--- config.mk ---
export PLATFORM = sky130hd
export DESIGN_NAME = alu_serial_seq
export DESIGN_NICKNAME = d
export VERILOG_FILES = /design/src/rtl/alu_serial_seq.sv
export SDC_FILE = /design/constraint.sdc
export NUM_CORES = 1
export LEC_CHECK = 0
export CAP_MARGIN = 30
export CORE_MARGIN = 5
export CORE_UTILIZATION = 37
export CTS_BUF_LIST = sky130_fd_sc_hd__clkbuf_16
export DETAILED_ROUTE_END_ITERATION = 10
export PLACE_DENSITY_LB_ADDON = 0.2
export REMOVE_ABC_BUFFERS = 1
export SLEW_MARGIN = 25
export SYNTH_ARGS = -nofsm -noshare
export SYNTH_HDL_FRONTEND = slang
export SYNTH_SLANG_ARGS = --single-unit
--- constraint.sdc ---
create_clock -name clk_i -period 2.3 [get_ports clk_i]
set_clock_uncertainty 0.15 [all_clocks]
set_input_delay 0.345 -clock clk_i [delete_from_list [all_inputs] [get_ports clk_i]]
set_output_delay 0.345 -clock clk_i [all_outputs]
set_load 0.03 [all_outputs]
--- src/rtl/alu_serial_seq.sv ---
`default_nettype none
// ============================================================================
// Module   : alu_serial_seq
// Brief    : Bit-serial ALU sequencer, one bit per cycle LSB first, single
//            carry flop, start/busy/done handshake.
// Revision : 1.0
// ============================================================================
module alu_serial_seq #(
    parameter int WIDTH = 32
) (
    input  logic             clk_i,
    input  logic             rst_i,
    input  logic             start,
    input  logic [WIDTH-1:0] src1,
    input  logic [WIDTH-1:0] src2,
    input  logic             A_invert,
    input  logic             B_invert,
    input  logic [1:0]       operation,
    input  logic [2:0]       comp_sel,
    output logic             busy,
    output logic             done,
    output logic [WIDTH-1:0] result,
    output logic             zero,
    output logic             cout,
    output logic             overflow
);

    localparam int               c_CW      = $clog2(WIDTH);
    localparam logic [c_CW-1:0]  c_LAST    = c_CW'(WIDTH - 1);

    localparam logic [1:0]       c_IDLE    = 2'd0;
    localparam logic [1:0]       c_RUN     = 2'd1;
    localparam logic [1:0]       c_DONE    = 2'd2;

    localparam logic [1:0]       c_OP_AND  = 2'b00;
    localparam logic [1:0]       c_OP_OR   = 2'b01;
    localparam logic [1:0]       c_OP_LESS = 2'b11;

    logic [1:0]       r_state;
    logic [c_CW-1:0]  r_cnt;
    logic [WIDTH-1:0] r_a;
    logic [WIDTH-1:0] r_b;
    logic             r_ainv;
    logic             r_binv;
    logic [1:0]       r_op;
    logic [2:0]       r_csel;
    logic             r_carry;
    logic             r_zacc;

    logic             w_a;
    logic             w_b;
    logic             w_g;
    logic             w_p;
    logic             w_sum;
    logic             w_carry_nx;
    logic             w_bit;
    logic             w_ovf_raw;
    logic             w_less;
    logic             w_equal;
    logic             w_cmp;
    logic [WIDTH-1:0] w_res_final;

    assign w_a        = r_a[0] ^ r_ainv;
    assign w_b        = r_b[0] ^ r_binv;
    assign w_g        = w_a & w_b;
    assign w_p        = w_a | w_b;
    assign w_sum      = w_a ^ w_b ^ r_carry;
    assign w_carry_nx = w_g | (w_p & r_carry);

    // Only meaningful on the MSB cycle, where r_carry is the carry into bit WIDTH-1.
    assign w_ovf_raw  = r_carry ^ w_carry_nx;
    assign w_less     = w_sum ^ w_ovf_raw;
    assign w_equal    = r_zacc & ~w_sum;

    assign busy       = (r_state == c_RUN) || (r_state == c_DONE);
    assign done       = (r_state == c_DONE);

    always_comb begin
        w_bit = w_sum;
        case (r_op)
            c_OP_AND: w_bit = w_g;
            c_OP_OR:  w_bit = w_p;
            default:  w_bit = w_sum;
        endcase
    end

    always_comb begin
        w_cmp = 1'b0;
        case (r_csel)
            3'b000:  w_cmp = w_less;
            3'b001:  w_cmp = ~w_less & ~w_equal;
            3'b010:  w_cmp = w_less | w_equal;
            3'b011:  w_cmp = ~w_less;
            3'b110:  w_cmp = w_equal;
            3'b100:  w_cmp = ~w_equal;
            default: w_cmp = 1'b0;
        endcase
    end

    // Result bits are shifted into the top of the A register as A drains out.
    always_comb begin
        w_res_final = {w_bit, r_a[WIDTH-1:1]};
        if (r_op == c_OP_LESS) begin
            w_res_final = {{(WIDTH-1){1'b0}}, w_cmp};
        end
    end

    always_ff @(posedge clk_i) begin
        if (rst_i) begin
            r_state  <= c_IDLE;
            r_cnt    <= '0;
            r_a      <= '0;
            r_b      <= '0;
            r_ainv   <= 1'b0;
            r_binv   <= 1'b0;
            r_op     <= 2'b00;
            r_csel   <= 3'b000;
            r_carry  <= 1'b0;
            r_zacc   <= 1'b0;
            result   <= '0;
            zero     <= 1'b0;
            cout     <= 1'b0;
            overflow <= 1'b0;
        end else begin
            case (r_state)
                c_IDLE: begin
                    if (start) begin
                        r_a     <= src1;
                        r_b     <= src2;
                        r_ainv  <= A_invert;
                        r_binv  <= B_invert;
                        r_op    <= operation;
                        r_csel  <= comp_sel;
                        r_carry <= B_invert;
                        r_zacc  <= 1'b1;
                        r_cnt   <= '0;
                        r_state <= c_RUN;
                    end
                end
                c_RUN: begin
                    r_a     <= {w_bit, r_a[WIDTH-1:1]};
                    r_b     <= {1'b0, r_b[WIDTH-1:1]};
                    r_carry <= w_carry_nx;
                    r_zacc  <= w_equal;
                    if (r_cnt == c_LAST) begin
                        r_state  <= c_DONE;
                        result   <= w_res_final;
                        zero     <= ~|w_res_final;
                        cout     <= w_carry_nx;
                        overflow <= r_op[1] & w_ovf_raw;
                    end else begin
                        r_cnt <= r_cnt + c_CW'(1);
                    end
                end
                c_DONE: begin
                    r_state <= c_IDLE;
                end
                default: begin
                    r_state <= c_IDLE;
                end
            endcase
        end
    end

endmodule
`default_nettype wire

### After elaboration in Yosys (flattened, before gate mapping)

Cells that the tools add are included.
W data, S select, Z words.

| cells by class | value |
|---|---|
| mux-type cells | 17 |
| reductions and logical operators | 12 |
| $add $sub $neg | 1 |
| equal/unequal tests | 13 |
| bitwise operators | 17 |

Operators by type and width:

| kind | number |
|---|---|
| $pmux W32 S2 | 2 |
| $mux W32 | 3 |
| $reduce_or A32 Y1 | 1 |
| $mux W5 | 2 |
| $pmux W5 S2 | 1 |
| $reduce_and A2 Y1 | 4 |
| $eq A3 B2 Y1 const B | 2 |
| $eq A3 B3 Y1 const B | 2 |
| $pmux W1 S2 | 3 |
| $pmux W1 S6 | 1 |
| $xor A1 B1 Y1 | 6 |
| $add A5 B1 Y5 const B | 1 |
| $and A1 B1 Y1 | 5 |
| $eq A5 B5 Y1 const B | 1 |
| $eq A2 B1 Y1 const B | 2 |
| $eq A2 B2 Y1 const B | 2 |
| $logic_not A2 Y1 | 2 |
| $mux W2 | 2 |
| $ne A2 B2 Y1 const B | 2 |
| $pmux W2 S2 | 1 |
| $eq A3 B1 Y1 const B | 1 |
| $logic_not A3 Y1 | 1 |
| $not A1 Y1 | 3 |
| $or A1 B1 Y1 | 3 |
| 6 further kinds | 7 |

| storage, ports and cells | value |
|---|---|
| word-level logic and storage cells | 74 |
| bits in registers | 115 |
| output and inout bits | 37 |
| input port bits | 74 |

### Longest topological paths before layout

Gate-level depths: netlist of run 1.

| depth | value |
|---|---|
| depth in word-level cells | 12 |
| depth in mapped cells | 9 |

### Worst setup path before layout of run 1

No wires, ideal clock.

| timing | value |
|---|---|
| kind | flip-flop to flip-flop |
| start point | register r_ainv |
| end point | register result[0] |
| stages on the path, launching flop included | 8 |
| slack | -0.110 ns |
| clock period less this slack | 2.410 ns |
| arrival time | 2.132 ns |
| data required time | 2.022 ns |
| setup time | 0.128 ns |
| path through | dfxtp_1 > xnor2_1 > fa_1 > or3b_2 > a41oi_1 > o21ai_0 > a22oi_1 > nor2_1 |

| between the ends | value |
|---|---|
| cells in the longest elaborated chain, start to end | 10 |

RTL lines:

| what | line | RTL |
|---|---|---|
| start, declared | 43 | `logic r_ainv;` |
| start signal, assigned | 130 | `r_ainv <= A_invert;` |
| $xor A1 B1 Y1 * | 63 | `assign w_a = r_a[0] ^ r_ainv;` |
| $or A1 B1 Y1 | 66 | `assign w_p = w_a \| w_b;` |
| $and A1 B1 Y1 | 68 | `assign w_carry_nx = w_g \| (w_p & r_carry);` |
| $or A1 B1 Y1 | 68 |  |
| $xor A1 B1 Y1 | 71 | `assign w_ovf_raw = r_carry ^ w_carry_nx;` |
| $xor A1 B1 Y1 | 72 | `assign w_less = w_sum ^ w_ovf_raw;` |
| $not A1 Y1 | 91, 93 |  |
| $and A1 B1 Y1 | 91 | `3'b001: w_cmp = ~w_less & ~w_equal;` |
| $pmux W1 S6 * | 89 | `case (r_csel)` |
| $mux W32 * | 103 | `if (r_op == c_OP_LESS) begin` |
| end signal, assigned | 147 | `result <= w_res_final;` |
| end, declared | 22 | `output logic [WIDTH-1:0] result,` |

Mark *: on every way between the ends. The rest lies on a longest branch, timed or not.
A chain may end at the register's enable or synchronous reset.

### Worst setup path after layout of run 1

| timing | value |
|---|---|
| start point | register r_binv |
| end point | register zero |

| between the ends | value |
|---|---|
| cells in the longest elaborated chain, start to end | 12 |

RTL lines:

| what | line | RTL |
|---|---|---|
| start, declared | 44 | `logic r_binv;` |
| start signal, assigned | 131 | `r_binv <= B_invert;` |
| $xor A1 B1 Y1 * | 64 | `assign w_b = r_b[0] ^ r_binv;` |
| $or A1 B1 Y1 | 66 |  |
| $and A1 B1 Y1 | 68 |  |
| $or A1 B1 Y1 | 68 |  |
| $xor A1 B1 Y1 | 71 |  |
| $xor A1 B1 Y1 | 72 |  |
| $not A1 Y1 | 91, 93 |  |
| $and A1 B1 Y1 | 91 |  |
| $pmux W1 S6 | 89 |  |
| $mux W32 * | 103 |  |
| $reduce_or A32 Y1 * | 148 | `zero <= ~\|w_res_final;` |
| $logic_not A1 Y1 * | 148 |  |
| end signal, assigned | 148 |  |
| end, declared | 23 | `output logic zero,` |

Marks and branches as above.

==> results of run 1 <==
## timing repair
action,in CTS,in global routing
setup endpoints to repair,4,11
buffers inserted,1,0
resized for setup,8,6
cloned,0,0
pin swaps,1,1
## synth_stat cells, types with 2 or more instances
master,instances
sky130_fd_sc_hd__o21ai_0,4
sky130_fd_sc_hd__xor2_1,2
sky130_fd_sc_hd__clkbuf_1,30
sky130_fd_sc_hd__a21oi_1,17
sky130_fd_sc_hd__mux2i_1,64
sky130_fd_sc_hd__nor2_1,110
sky130_fd_sc_hd__nand2b_1,4
sky130_fd_sc_hd__fa_1,2
sky130_fd_sc_hd__nand2_1,13
sky130_fd_sc_hd__nand3_1,12
sky130_fd_sc_hd__dfxtp_1,115
sky130_fd_sc_hd__buf_1,2
sky130_fd_sc_hd__xnor2_1,2
sky130_fd_sc_hd__or4_1,2
sky130_fd_sc_hd__a211oi_1,65
sky130_fd_sc_hd__inv_1,10
sky130_fd_sc_hd__a22oi_1,34
sky130_fd_sc_hd__ha_1,7
sky130_fd_sc_hd__nor3_1,2
sky130_fd_sc_hd__buf_2,12
sky130_fd_sc_hd__nor4_1,7
## flip-flops by register name (all words and copies together), names as in the netlist
register  cells
cout          1
overflow      1
r_a          32
r_ainv        1
r_b          32
r_binv        1
r_carry       1
r_cnt         5
r_csel        3
r_op          2
r_state       2
r_zacc        1
result       32
zero          1
## cell type report
class	instances	area share, %
Timing Repair Buffer	130	18.9
Clock inverter	11	1.43
Clock buffer	17	6.24
Multi-Input combinational cell	362	35.8
Tap cell	176	3.23
Sequential cell	115	33.8
Inverter	10	0.551
## worst max-delay path: stages (launching register included)
cell                       delay (ps)
sky130_fd_sc_hd__dfxtp_2          340
sky130_fd_sc_hd__xor2_2           160
sky130_fd_sc_hd__inv_1             90
sky130_fd_sc_hd__fa_1             460
sky130_fd_sc_hd__buf_4            160
sky130_fd_sc_hd__nand2b_1         140
sky130_fd_sc_hd__mux2i_1          120
sky130_fd_sc_hd__o21ai_1          190
sky130_fd_sc_hd__o21ai_1          100
sky130_fd_sc_hd__a32o_1           210
## where the power goes
| part | leakage, nW | internal [mW] | total [mW] | switching, mW |
|---|---|---|---|---|
| Sequential | 0.944 | 2.15 | 2.27 | 0.124 |
| Clock | 0.259 | 1.53 | 2.36 | 0.825 |
| Combinational | 1.32 | 0.417 | 0.834 | 0.417 |
## metal layers
metal | up-vias | wire length [microns] | global-route usage (%)
met3 | 18 | 412 | 4.31
met2 | 84 | 6150 | 25.8
met4 | 0 | 260 | 6.12
li1 | 2132 | - | -
met1 | 1980 | 5780 | 20.7
met5 | - | 0 | 0
## kinds of logic after synthesis
group / synth area share, %
flops: 47.0
simple gates: 13.4
fa+ha+maj: 2.60
compound gates: 18.8
buf+inv: 4.44
xor+xnor: 0.715
mux: 13.1
## final timing paths
path | startpoint | end | slack, ps | cells after the start
worst max-delay path | r_binv | zero | 60 | 9
worst min-delay path | rst_i | r_b[31] | 150 | 2
worst min register to register | overflow | overflow | 310 | 2
worst max register to register | r_binv | zero | 60 | 9
## metrics by stage
step / power (mW) / hold WS, ps / cells / setup slack [ps] / cell area [sq um]
after floorplan: 2.81 / 264 / 487 / -4510 / 4720
after global placement: 3.10 / 292 / 792 / -116 / 6230
after detailed placement: 3.13 / 300 / 792 / -128 / 6240
after CTS: 5.51 / 135 / 821 / 4.46 / 6790
after global routing: 5.73 / 143 / 821 / -5.41 / 6820
final: 5.46 / 148 / 821 / 62.6 / 6820
==> impl.org, run 1 <==
** Route
- Number of optimization iterations in the first detailed-route pass :: 5
- For this block, the routed nets add up to ~13 mm of wire.
- ANT nets after route :: 0
- Post-route DRC violation count :: 0
- Count of routing violations after the opening detailed-route iteration :: 254
- After detailed routing, the number of vias per cell comes to 5.13.
- Vias :: 4214
- Wirelength per Cell :: between 15 and 20 microns

** STA
- After routing, the total negative slack on setup checks comes to 0 ps.
- Max-slew violation count :: 0
- The final-report hold violation count is 0.
- The worst path needs ~2200 ps of the cycle, external delays included.
- Final setup vio count :: 0
- Static timing analysis puts the maximum clock frequency at approximately 0.45 GHz.
- Relative slew slack :: a little over half
- Of the available clock period, the critical path in the final layout requires just under 100%.
- Slew at the pin closest to its max-slew limit :: approximately 700 ps

** Final layout
- Leading cell type in the layout, fill and taps excluded :: sky130_fd_sc_hd__dfxtp_1
- Area of the multi-input gates :: 2440 sq um
- Sequential standard cell area :: about 2300 sq um
- After filler insertion, the fill cell instance count of the layout stands at between 1000 and 1500.
- Layout overhead on the synthesized area :: 39.0%
- Final core utilization :: between 50% and 60%
- Number of nets in the layout :: 719
- Cells with a size suffix above 1 make up 8.22% of the layout.
- The number of antenna diodes in the final layout is 0.
- Leaving out fill and tap cells, the most frequent cells in the layout are 113 x sky130_fd_sc_hd__dfxtp_1, 110 x sky130_fd_sc_hd__nor2_1, 108 x sky130_fd_sc_hd__clkdlybuf4s50_1, 65 x sky130_fd_sc_hd__a211oi_1, 64 x sky130_fd_sc_hd__mux2i_1.

** Floorplan
- The floorplan step set the die height to roughly 130 microns.
- DIE AREA :: 15700 sq um
- In this run the core area contains between 40 and 50 standard-cell rows.
- Top Ports :: roughly 110
- Area of the core region :: between 10000 and 15000 sq um
- Effective utilization at floorplan :: 37.3%
- Measured along the x axis, the die boundary spans 125 microns.

** Run status
- Result of the run :: finished clean

** Synthesis
- Summed over all instances, the cell type with the most area after synthesis is sky130_fd_sc_hd__dfxtp_1.
- For this run, the leading register cell type out of synthesis is sky130_fd_sc_hd__dfxtp_1.
- Area fraction of the dominant cell type after synthesis :: a little under half
- In this run, synthesis inferred 0 flip-flops with an integrated enable.
- The Yosys step of the flow raised 0 warnings.
- Counting distinct cell types in the post-synthesis netlist gives 36.
- In this run, synthesis produced a sequential element count of roughly 120.
- Top cells by area in the synthesized netlist :: sky130_fd_sc_hd__dfxtp_1 47%, sky130_fd_sc_hd__mux2i_1 13%, sky130_fd_sc_hd__a211oi_1 10%
- Gate count after technology mapping :: 531
- Synthesized area per cell :: just over 9 sq um
- Cell Area, Synth :: approximately 4900 sq um
- Proportion of synthesized flip-flops having asynchronous set or reset :: 0%
- Sequential cells were found to cover between 40% and 50% of the synthesized design area.

** Critical path
- Data arrival time at the worst-slack endpoint :: 2370 ps
- The worst setup path is captured at a register.
- Type of the worst setup path :: reg2reg
- Along the worst path, the maximum fanout reaches 4.
- Required time at the endpoint of the critical path :: 2440 ps
- The worst setup path is launched from a register.

** Global routing
- Overflow left after global routing :: 0
- Wire length of the first global-routing pass :: about 21 mm
- Initial antenna violation count :: 0
- Maximum number of pins on one net before global-route repair :: between 80 and 90
- Vias in the first global route :: 4182
- Overall fraction of global-route tracks in use :: about 16%

** Placed design
- # port buffers :: 110
- Final Wtd Congestion :: 0.785
- Summed over all nets, the half-perimeter wirelength after detailed placement is around 8.7 mm.

** Run
- Across the run, the number of max-cap violations was 0.

** Clock network
- Cell at the root of the clock tree :: sky130_fd_sc_hd__clkbuf_16
- Clock tree synthesis inserted a total of 17 buffers.
- CTS saw about 120 sinks.
- CTS built an H-tree with a depth of 4.
- The later pin in the worst-skew pair is clocked with a latency of approximately 400 ps.
- TritonCTS built the clock tree.
- The clock passes through at most 2 buffers.
- After clock tree synthesis, the clock-pin slew on the worst setup and hold paths is ~50 ps.
- Post-cts hold buffer count :: 0

** Power
- The worst-case IR drop observed on VDD is 419 uV.
- For this design the static power due to leakage is ~2.5 nW.
- Ratio of total power to cell area :: roughly 800 nW/um^2

** Min path
- The path class of the tightest hold or removal check is in2reg.
(Power assumes the default switching activity.)
==> run 2, diff against run 1 <==
--- a/config.mk
+++ b/config.mk
@@ -10,6 +10,7 @@
 export CORE_UTILIZATION = 37
 export CTS_BUF_LIST = sky130_fd_sc_hd__clkbuf_16
 export DETAILED_ROUTE_END_ITERATION = 10
+export HOLD_SLACK_MARGIN = 0.02
 export PLACE_DENSITY_LB_ADDON = 0.2
 export REMOVE_ABC_BUFFERS = 1
 export SLEW_MARGIN = 25
==> results of run 2 <==
Final layout, timing and power as in run 1 (identical DEF).
